`src/rtl/flight_eq_pkg.sv`:
```
// Shared types and constants for the flight equation engine.
package flight_eq_pkg;

   localparam int unsigned W_IN_DEF  = 8;
   localparam int unsigned W_OUT_DEF = 16;

   // Equation coefficients: A = x1*ALT_K1 + x2*ALT_K2, B = v*t + c*BAT_K2
   localparam int ALT_K1 = 3;
   localparam int ALT_K2 = 5;
   localparam int BAT_K2 = 1;

   typedef enum logic [1:0] {
      ST_IDLE  = 2'd0,
      ST_STEP1 = 2'd1,
      ST_STEP2 = 2'd2
   } state_t;

endpackage

```
`src/rtl/flight_eq_unit_smul8x8.sv`:
```
// Combinational signed W_IN x W_IN multiplier, full-width product.
module smul8x8 #(
   parameter int unsigned W_IN = 8
) (
   input  logic signed [W_IN-1:0]   a,
   input  logic signed [W_IN-1:0]   b,
   output logic signed [2*W_IN-1:0] p
);

   // Operands are sign-extended to the product width before multiplying
   always_comb begin
      p = (2*W_IN)'(a) * (2*W_IN)'(b);
   end

endmodule

```
`src/rtl/flight_eq_unit.sv`:
```
// Sequential altitude/battery equation engine sharing one signed multiplier.
module flight_eq_unit
   import flight_eq_pkg::*;
#(
   parameter int unsigned W_IN  = W_IN_DEF,
   parameter int unsigned W_OUT = W_OUT_DEF
) (
   input  logic                    clk,
   input  logic                    rst,
   input  logic signed [W_IN-1:0]  x1,
   input  logic signed [W_IN-1:0]  x2,
   input  logic signed [W_IN-1:0]  v,
   input  logic signed [W_IN-1:0]  t,
   input  logic signed [W_IN-1:0]  c,
   input  logic                    sel_eq,
   input  logic                    in_valid,
   output logic                    in_ready,
   output logic signed [W_OUT-1:0] result_a,
   output logic signed [W_OUT-1:0] result_b,
   output logic                    out_valid,
   output logic                    out_sel
);

   state_t                  state_q, state_d;
   logic signed [W_IN-1:0]  x1_q, x2_q, v_q, t_q, c_q;
   logic                    sel_q;
   logic signed [W_OUT-1:0] acc_q;
   logic signed [W_IN-1:0]  mul_a, mul_b;
   logic signed [2*W_IN-1:0] mul_p;
   logic signed [W_OUT-1:0] mul_ext;
   logic                    accept, step1_en, step2_en;

   smul8x8 #(.W_IN(W_IN)) u_mul (
      .a (mul_a),
      .b (mul_b),
      .p (mul_p)
   );

   assign mul_ext  = W_OUT'(mul_p);
   assign in_ready = (state_q == ST_IDLE);

   // State register
   always_ff @(posedge clk or posedge rst) begin
      if (rst) state_q <= ST_IDLE;
      else     state_q <= state_d;
   end

   // Next-state decode and multiplier operand selection
   always_comb begin
      state_d  = state_q;
      accept   = 1'b0;
      step1_en = 1'b0;
      step2_en = 1'b0;
      mul_a    = sel_q ? v_q : x1_q;
      mul_b    = sel_q ? t_q : W_IN'(ALT_K1);
      case (state_q)
         ST_IDLE: begin
            if (in_valid) begin
               accept  = 1'b1;
               state_d = ST_STEP1;
            end
         end
         ST_STEP1: begin
            step1_en = 1'b1;
            state_d  = ST_STEP2;
         end
         ST_STEP2: begin
            step2_en = 1'b1;
            mul_a    = sel_q ? c_q : x2_q;
            mul_b    = sel_q ? W_IN'(BAT_K2) : W_IN'(ALT_K2);
            state_d  = ST_IDLE;
         end
         default: state_d = ST_IDLE;
      endcase
   end

   // Operand capture, accumulator, held results and completion pulse
   always_ff @(posedge clk or posedge rst) begin
      if (rst) begin
         x1_q      <= '0;
         x2_q      <= '0;
         v_q       <= '0;
         t_q       <= '0;
         c_q       <= '0;
         sel_q     <= 1'b0;
         acc_q     <= '0;
         result_a  <= '0;
         result_b  <= '0;
         out_valid <= 1'b0;
         out_sel   <= 1'b0;
      end else begin
         out_valid <= 1'b0;
         if (accept) begin
            x1_q  <= x1;
            x2_q  <= x2;
            v_q   <= v;
            t_q   <= t;
            c_q   <= c;
            sel_q <= sel_eq;
         end
         if (step1_en) acc_q <= mul_ext;
         if (step2_en) begin
            if (sel_q) result_b <= acc_q + mul_ext;
            else       result_a <= acc_q + mul_ext;
            out_valid <= 1'b1;
            out_sel   <= sel_q;
         end
      end
   end

endmodule

```
`config.mk`:
```
export PLATFORM = sky130hd
export DESIGN_NAME = flight_eq_unit
export DESIGN_NICKNAME = d
export VERILOG_FILES = /design/src/rtl/flight_eq_pkg.sv /design/src/rtl/flight_eq_unit_smul8x8.sv /design/src/rtl/flight_eq_unit.sv
export SDC_FILE = /design/constraint.sdc
export NUM_CORES = 1
export LEC_CHECK = 0
export ABC_AREA = 1
export BUFFER_PORTS_ARGS = -buffer_cell sky130_fd_sc_hd__buf_2
export CAP_MARGIN = 20
export CELL_PAD_IN_SITES_DETAIL_PLACEMENT = 1
export CELL_PAD_IN_SITES_GLOBAL_PLACEMENT = 1
export CORE_MARGIN = 4
export CORE_UTILIZATION = 48
export CTS_CLUSTER_SIZE = 12
export DETAILED_ROUTE_END_ITERATION = 7
export GPL_TIMING_DRIVEN = 0
export PLACE_DENSITY = 0.85
export SETUP_SLACK_MARGIN = 0.15
export SLEW_MARGIN = 20
export SYNTH_ARGS = -nofsm -noshare
export SYNTH_HDL_FRONTEND = slang
export SYNTH_SLANG_ARGS = --single-unit
```
`constraint.sdc`:
```
create_clock -name clk -period 8.95 [get_ports clk]
set_input_delay 1.79 -clock clk [delete_from_list [all_inputs] [get_ports clk]]
set_output_delay 1.79 -clock clk [all_outputs]
set_load 0.02 [all_outputs]
```
==> results.yml, run 1 <==
status:
  outcome: "completed"
cells_and_area:
  mostFrequentLayoutCells: "nand2_1, inv_1, dfrtp_1"
  antenna_cells: 0
  final_common_cell: "nand2_1"
  final_nets: 1145
  fill_cells: 1874
  drive_gt1_share_pct: 16.82
  area_delta_synth_final_pct: 13.32
placement:
  port_buffers: 78
  dp_hpwl_um: 15240
  place.gp.congestion: 0.9072
timing:
  clock_skew_ns: 0.01337
  setup_tns_ns: 0
  setup_viol: 0
  maxSlewHeadroom_pct: 67.59
  period_minus_slack_ns: 6.428
  rsz0062_at_grt: "no"
  tightest_slew_ns: 0.4861
  finalMaxSlewViolations: 0
  hold_violations: 0
  max_freq_ghz: 0.1556
  fin_crit_sh_pct: 71.83
routing:
  drc: 0
  vias: 6042
  detail-route-antenna-nets: 0
  wire_per_inst_um: 15.95
  drtIter0Drc: 239
  vias_per_cell: 5.082
  drt_first_pass_iters: 4
  routed_wl_um: 18970
worst_setup_path:
  cp_data_arrival_time_ns: 6.67
  worstSetupPathType: "flip-flop to flip-flop"
  path_max_fanout: 7
  max_stage_delay_ns: 0.54
  critPathSlowestCell: "fa_1"
  cp_common_cell: "nand2_1"
  r2r-end: "result_b[15]$_DFFE_PP0P_"
  startpoint_type: "flip-flop"
  reg2regPathDepth: 31
  required_ns: 9.20
  r2r_slack_ns: 2.52
  endpoint_kind: "flip-flop"
  r2r-start: "state_q[0]$_DFFE_PP0P_"
  worstSetupStartpoint: "state_q[0]$_DFFE_PP0P_"
global_routing:
  grt_util_met1_pct: 28.22
  use_met2_pct: 41.85
  overflow: 0
  grtUsageMet3_pct: 3.364
  grt_use_total_pct: 23.10
  grt_pass1_wl_um: 32590
  antenna_found_initial: 0
  grt_max_degree: 71
  grt_pass1_vias: 6647
  grt_busiest_layer: "met2"
clock_tree:
  cts_tree: "yes"
  cts-root-buf: "clkbuf_16"
  cts_setup_buffers: 0
  path_clk_slew_ns: 0.07
  cts_sinks: 93
  cts_buffers: 9
  htree_levels: 3
  cts.repair.resized: 0
  cts_hold_buf: 0
  clk_latency_ns: 0.36
  cts_buffer_depth: 2
die:
  rows: 44
  core_sq_um: 14700
  start_util_pct: 49.71
  die_x_um: 131.4
  io_pins: 79
  dieArea_sq_um: 17260
  die_y_um: 131.4
min_path:
  min_path_type: "flip-flop to flip-flop"
  min_path_cells: 2
  min_from: "result_a[0]$_DFFE_PP0P_"
  holdPathEnd: "result_a[0]$_DFFE_PP0P_"
logic_synthesis:
  synth-edff-count: 0
  ys_ff_latch: 93
  yosysWarnings: 0
  netlist_area_sq_um: 7307
  synth_top_flop_cell: "dfrtp_1"
  syn_avg_cell_area_sq_um: 8.021
  ys_async_sr_fraction_pct: 100.0
  yosysSeqAreaShare_pct: 31.85
  synth.net_count: 1055
  synthCells: 911
  synth.distinct_cells: 43
flow_run:
  cap_violations: 0
[critical path: cells and delay by family, from the launching register on]
kind | cells | cell delay (ns)
AOI/OAI and AO/OA | 6 | 1.09
buffers and inverters | 7 | 0.52
adders and majority gates | 6 | 2.76
xor gates and xnor gates | 1 | 0.22
and+or+nand+nor | 11 | 1.25
DFF | 1 | 0.47
[kinds of logic after synthesis]
group / share of synthesized area (%)
simple gates: 22.69
buf+inv: 11.44
fa+ha+maj: 22.88
flops: 31.85
compound gates: 8.699
xor+xnor: 1.901
mux: 0.5480
[per-stage QoR]
step	utilization [%]	setup slack, ns	std cells	hold WS (ns)	instance area (sq um)
6_report	56.33	2.522	1189	0.4695	8280
4_1_cts	56.33	2.483	1189	0.4731	8280
2_1_floorplan	-	3.391	911	0.4436	7307
5_1_grt	56.33	2.099	1189	0.4972	8280
3_5_place_dp	54.15	2.517	1174	0.4550	7960
3_3_place_gp	53.93	2.679	1173	0.4493	7928
[cell type report]
| class | instances | area (sq um) | share of cell area, % |
|---|---|---|---|
| Buffer | 20 | 107.6 | 1.299 |
| Tap cell | 184 | 230.2 | 2.780 |
| Clock buffer | 9 | 225.2 | 2.720 |
| Multi-Input combinational cell | 606 | 4144 | 50.05 |
| Sequential cell | 93 | 2327 | 28.11 |
| Timing Repair Buffer | 79 | 417.9 | 5.047 |
| Inverter | 192 | 733.2 | 8.855 |
| Clock inverter | 6 | 95.09 | 1.148 |
[sequential cells by signal, indices dropped and copies added, names as in the netlist]
signal,cells
result_a,16
v_q,8
acc_q,16
t_q,8
result_b,16
out_sel,1
sel_q,1
x2_q,8
state_q,2
x1_q,8
c_q,8
out_valid,1
[cells in the mapped netlist (2+ instances only)]
cell      number  share of area (%)
nor2_4         2               0.31
o211ai_2       3               0.51
a21oi_1       18                1.2
inv_2         20                1.0
or2_1          2               0.17
nand4_1        2               0.17
o211ai_1       5               0.51
nand3b_1       3               0.31
xor2_1         8               0.96
nand2_2        3               0.26
buf_2         14               0.96
dfrtp_1       93                 32
a21boi_2       2               0.31
inv_1        169                8.7
nand3_2        3               0.41
fa_1          56                 15
ha_1          44                7.5
o21ai_0       19                1.3
o21ai_1       23                1.6
a21o_1         5               0.51
nor2_2         7               0.60
nand3_1       34                2.3
nor2_8         3               0.82
clkbuf_1       4               0.21
nor3_1         3               0.21
xnor2_1        6               0.72
mux2i_1        4               0.55
nor2_1        28                1.4
buf_6          2               0.31
a21oi_2        2               0.24
a31oi_1        2               0.17
o21ai_2        5               0.60
nand2_1      305                 16
o221ai_4       3                1.1
[worst max path at each step]
stage | endpoint | cells after the start
after detailed placement | result_b[15]$_DFFE_PP0P_ | 31
after CTS | result_b[15]$_DFFE_PP0P_ | 31
final | result_b[15]$_DFFE_PP0P_ | 31
after global placement | result_b[15]$_DFFE_PP0P_ | 31
after global routing | result_b[15]$_DFFE_PP0P_ | 31
after floorplan | result_b[15]$_DFFE_PP0P_ | 31
[routing by layer]
metal | up-vias | share of wire [%] | wire [um]
met5 | - | 0 | 0
met4 | 0 | 2.8 | 538
met3 | 41 | 3.4 | 652
met2 | 123 | 51 | 9687
met1 | 2944 | 43 | 8087
li1 | 2934 | - | -
Power of run 1 is left out: the tool's default activity adds up to more than one toggle a clock period on the data nets, which glitch-free logic cannot reach.
==> inputs of run 2 (changes only) <==
--- a/config.mk
+++ b/config.mk
@@ -11,11 +11,11 @@
 export CELL_PAD_IN_SITES_DETAIL_PLACEMENT = 1
 export CELL_PAD_IN_SITES_GLOBAL_PLACEMENT = 1
 export CORE_MARGIN = 4
-export CORE_UTILIZATION = 48
+export CORE_UTILIZATION = 45
 export CTS_CLUSTER_SIZE = 12
 export DETAILED_ROUTE_END_ITERATION = 7
 export GPL_TIMING_DRIVEN = 0
-export PLACE_DENSITY = 0.85
+export PLACE_DENSITY = 0.81
 export SETUP_SLACK_MARGIN = 0.15
 export SLEW_MARGIN = 20
 export SYNTH_ARGS = -nofsm -noshare
==> constraint.sdc (replaced) <==
create_clock -name clk -period 6.1 [get_ports clk]
set_input_delay 1.22 -clock clk [delete_from_list [all_inputs] [get_ports clk]]
set_output_delay 1.22 -clock clk [all_outputs]
set_load 0.02 [all_outputs]
==> run 2 against run 1 <==
  * Setup slack got worse by 2.4 ns
  * Register-to-register slack worse by 2.4 ns
  * Cell count increased by 5.9%
  * Wire length is 11% higher
  * Global-route usage down 0.53 points
  * Sequential share of layout area fell by 2.3 points
  * Fmax up 6.8%
  * First-iteration DRC count down 1.7%
  * Design area is 9.0% higher
==> results.yml, run 2 (same netlist as run 1, synthesis figures left out) <==
status:
  outcome: "completed"
routing:
  drtIter0Drc: 235
  route.met3.wl_um: 584
  detail-route-antenna-nets: 0
  wire_per_inst_um: 16.73
  met1Wirelength_um: 8669
  drc: 0
  dr_wl_met2_um: 11340
  vias: 6288
  drt_first_pass_iters: 4
  top_layer_used: "met4"
  vias_per_cell: 4.994
  routed_wl_um: 21070
timing:
  maxSlewHeadroom_pct: 68.45
  setup_tns_ns: 0
  hold_violations: 0
  tightest_slew_ns: 0.4732
  rsz0062_at_grt: "yes"
  period_minus_slack_ns: 6.020
  fin_crit_sh_pct: 98.69
  setup_viol: 0
  finalMaxSlewViolations: 0
  max_freq_ghz: 0.1661
  hold_ws_ns: 0.4685
  clock_skew_ns: 0.01171
worst_setup_path:
  endpoint_kind: "flip-flop"
  path_max_fanout: 6
  critPathSlowestCell: "fa_1"
  required_ns: 6.40
  worstSetupPathType: "flip-flop to flip-flop"
  startpoint_type: "flip-flop"
  max_stage_delay_ns: 0.51
  cp_data_arrival_time_ns: 6.32
  cp_common_cell: "fa_1"
global_routing:
  antenna_found_initial: 0
  grt_use_total_pct: 22.57
  grt_max_degree: 69
  overflow: 0
  grt_pass1_vias: 6704
  grt_pass1_wl_um: 32820
clock_tree:
  cts_sinks: 93
  clk_latency_ns: 0.36
  htree_levels: 3
  cts-root-buf: "clkbuf_16"
  cts_tree: "yes"
  cts_buffer_depth: 2
  cts_buffers: 9
  path_clk_slew_ns: 0.08
placement:
  place.gp.congestion: 0.8711
  place_area_sq_um: 8000
  dp_hpwl_um: 15030
  port_buffers: 78
cells_and_area:
  post-route-cell-area_sq_um: 9024
  final_common_cell: "nand2_1"
  final_nets: 1182
  fill_cells: 1939
  final_util_pct: 56.81
  area_delta_synth_final_pct: 23.49
  antenna_cells: 0
  top_regs: "acc_q x16, result_a x16, result_b x16"
  drive_gt1_share_pct: 26.46
  mostFrequentLayoutCells: "nand2_1, inv_1, dfrtp_1"
die:
  die_x_um: 135.4
  start_util_pct: 46.00
  die_y_um: 135.4
  core_sq_um: 15890
  io_pins: 79
  dieArea_sq_um: 18340
  rows: 46
min_path:
  min_path_type: "flip-flop to flip-flop"
flow_run:
  cap_violations: 0
-- run 2: changes by cell type in the layout (fill, tap and decap cells not counted), sizes merged --
cell      delta
buf         +37
clkinv       +4
bufinv       -2
clkinvlp     -1
-- run 2: per-stage QoR --
step | std cells | setup WS [ns]
floorplan | 911 | 0.5412
global placement | 1205 | -0.1773
detailed placement | 1206 | -0.3673
CTS | 1239 | 0.1513
global route | 1259 | -0.2060
finish | 1259 | 0.08010
-- run 2: worst paths after layout --
check	to	startpoint	cells past startpoint	slack (ns)
setup / recovery	result_a[15]$_DFFE_PP0P_	state_q[0]$_DFFE_PP0P_	29	0.08
min in group asynchronous	result_a[4]$_DFFE_PP0P_	rst	2	0.79
max in group asynchronous	v_q[7]$_DFFE_PP0P_	rst	3	4.68
hold / removal	result_b[2]$_DFFE_PP0P_	result_b[2]$_DFFE_PP0P_	2	0.47
setup reg to reg	result_a[15]$_DFFE_PP0P_	state_q[0]$_DFFE_PP0P_	29	0.08
hold reg to reg	result_b[2]$_DFFE_PP0P_	result_b[2]$_DFFE_PP0P_	2	0.47
-- run 2: final cells by class --
type                            instances  area, sq um  area share [%]
Clock inverter                          7        68.82          0.7626
Clock buffer                            9        225.2           2.496
Tap cell                              216        270.3           2.995
Inverter                              192        753.2           8.347
Buffer                                 20        117.6           1.303
Sequential cell                        93         2328           25.80
Timing Repair Buffer                  116        715.7           7.931
Multi-Input combinational cell        606         4544           50.36
-- run 2: layer usage --
| metal | track usage [%] | up-vias |
|---|---|---|
| met4 | 6.103 | 0 |
| met3 | 2.823 | 36 |
| li1 | - | 3011 |
| met1 | 27.66 | 3140 |
| met5 | 0 | - |
| met2 | 41.79 | 101 |
-- run 2: worst max-delay path: cells and delay by family, from the launching register on --
family,cells,cell delay (ns)
adder cells (fa/ha/maj),6,2.50
AND/OR/NAND/NOR,12,1.44
buffers and inverters,8,0.73
AO/OA/AOI/OAI,2,0.57
flip-flops,1,0.46
XOR/XNOR,1,0.24
-- run 2: what timing repair did --
| item | 4_1_cts | 5_1_grt |
|---|---|---|
| setup endpoints to repair | 12 | 12 |
| gates resized for setup | 38 | 67 |
| hold buffers | 0 | 0 |
| setup buffers | 17 | 20 |
| pin swaps | 17 | 41 |
Power of run 2 is left out for the same reason.
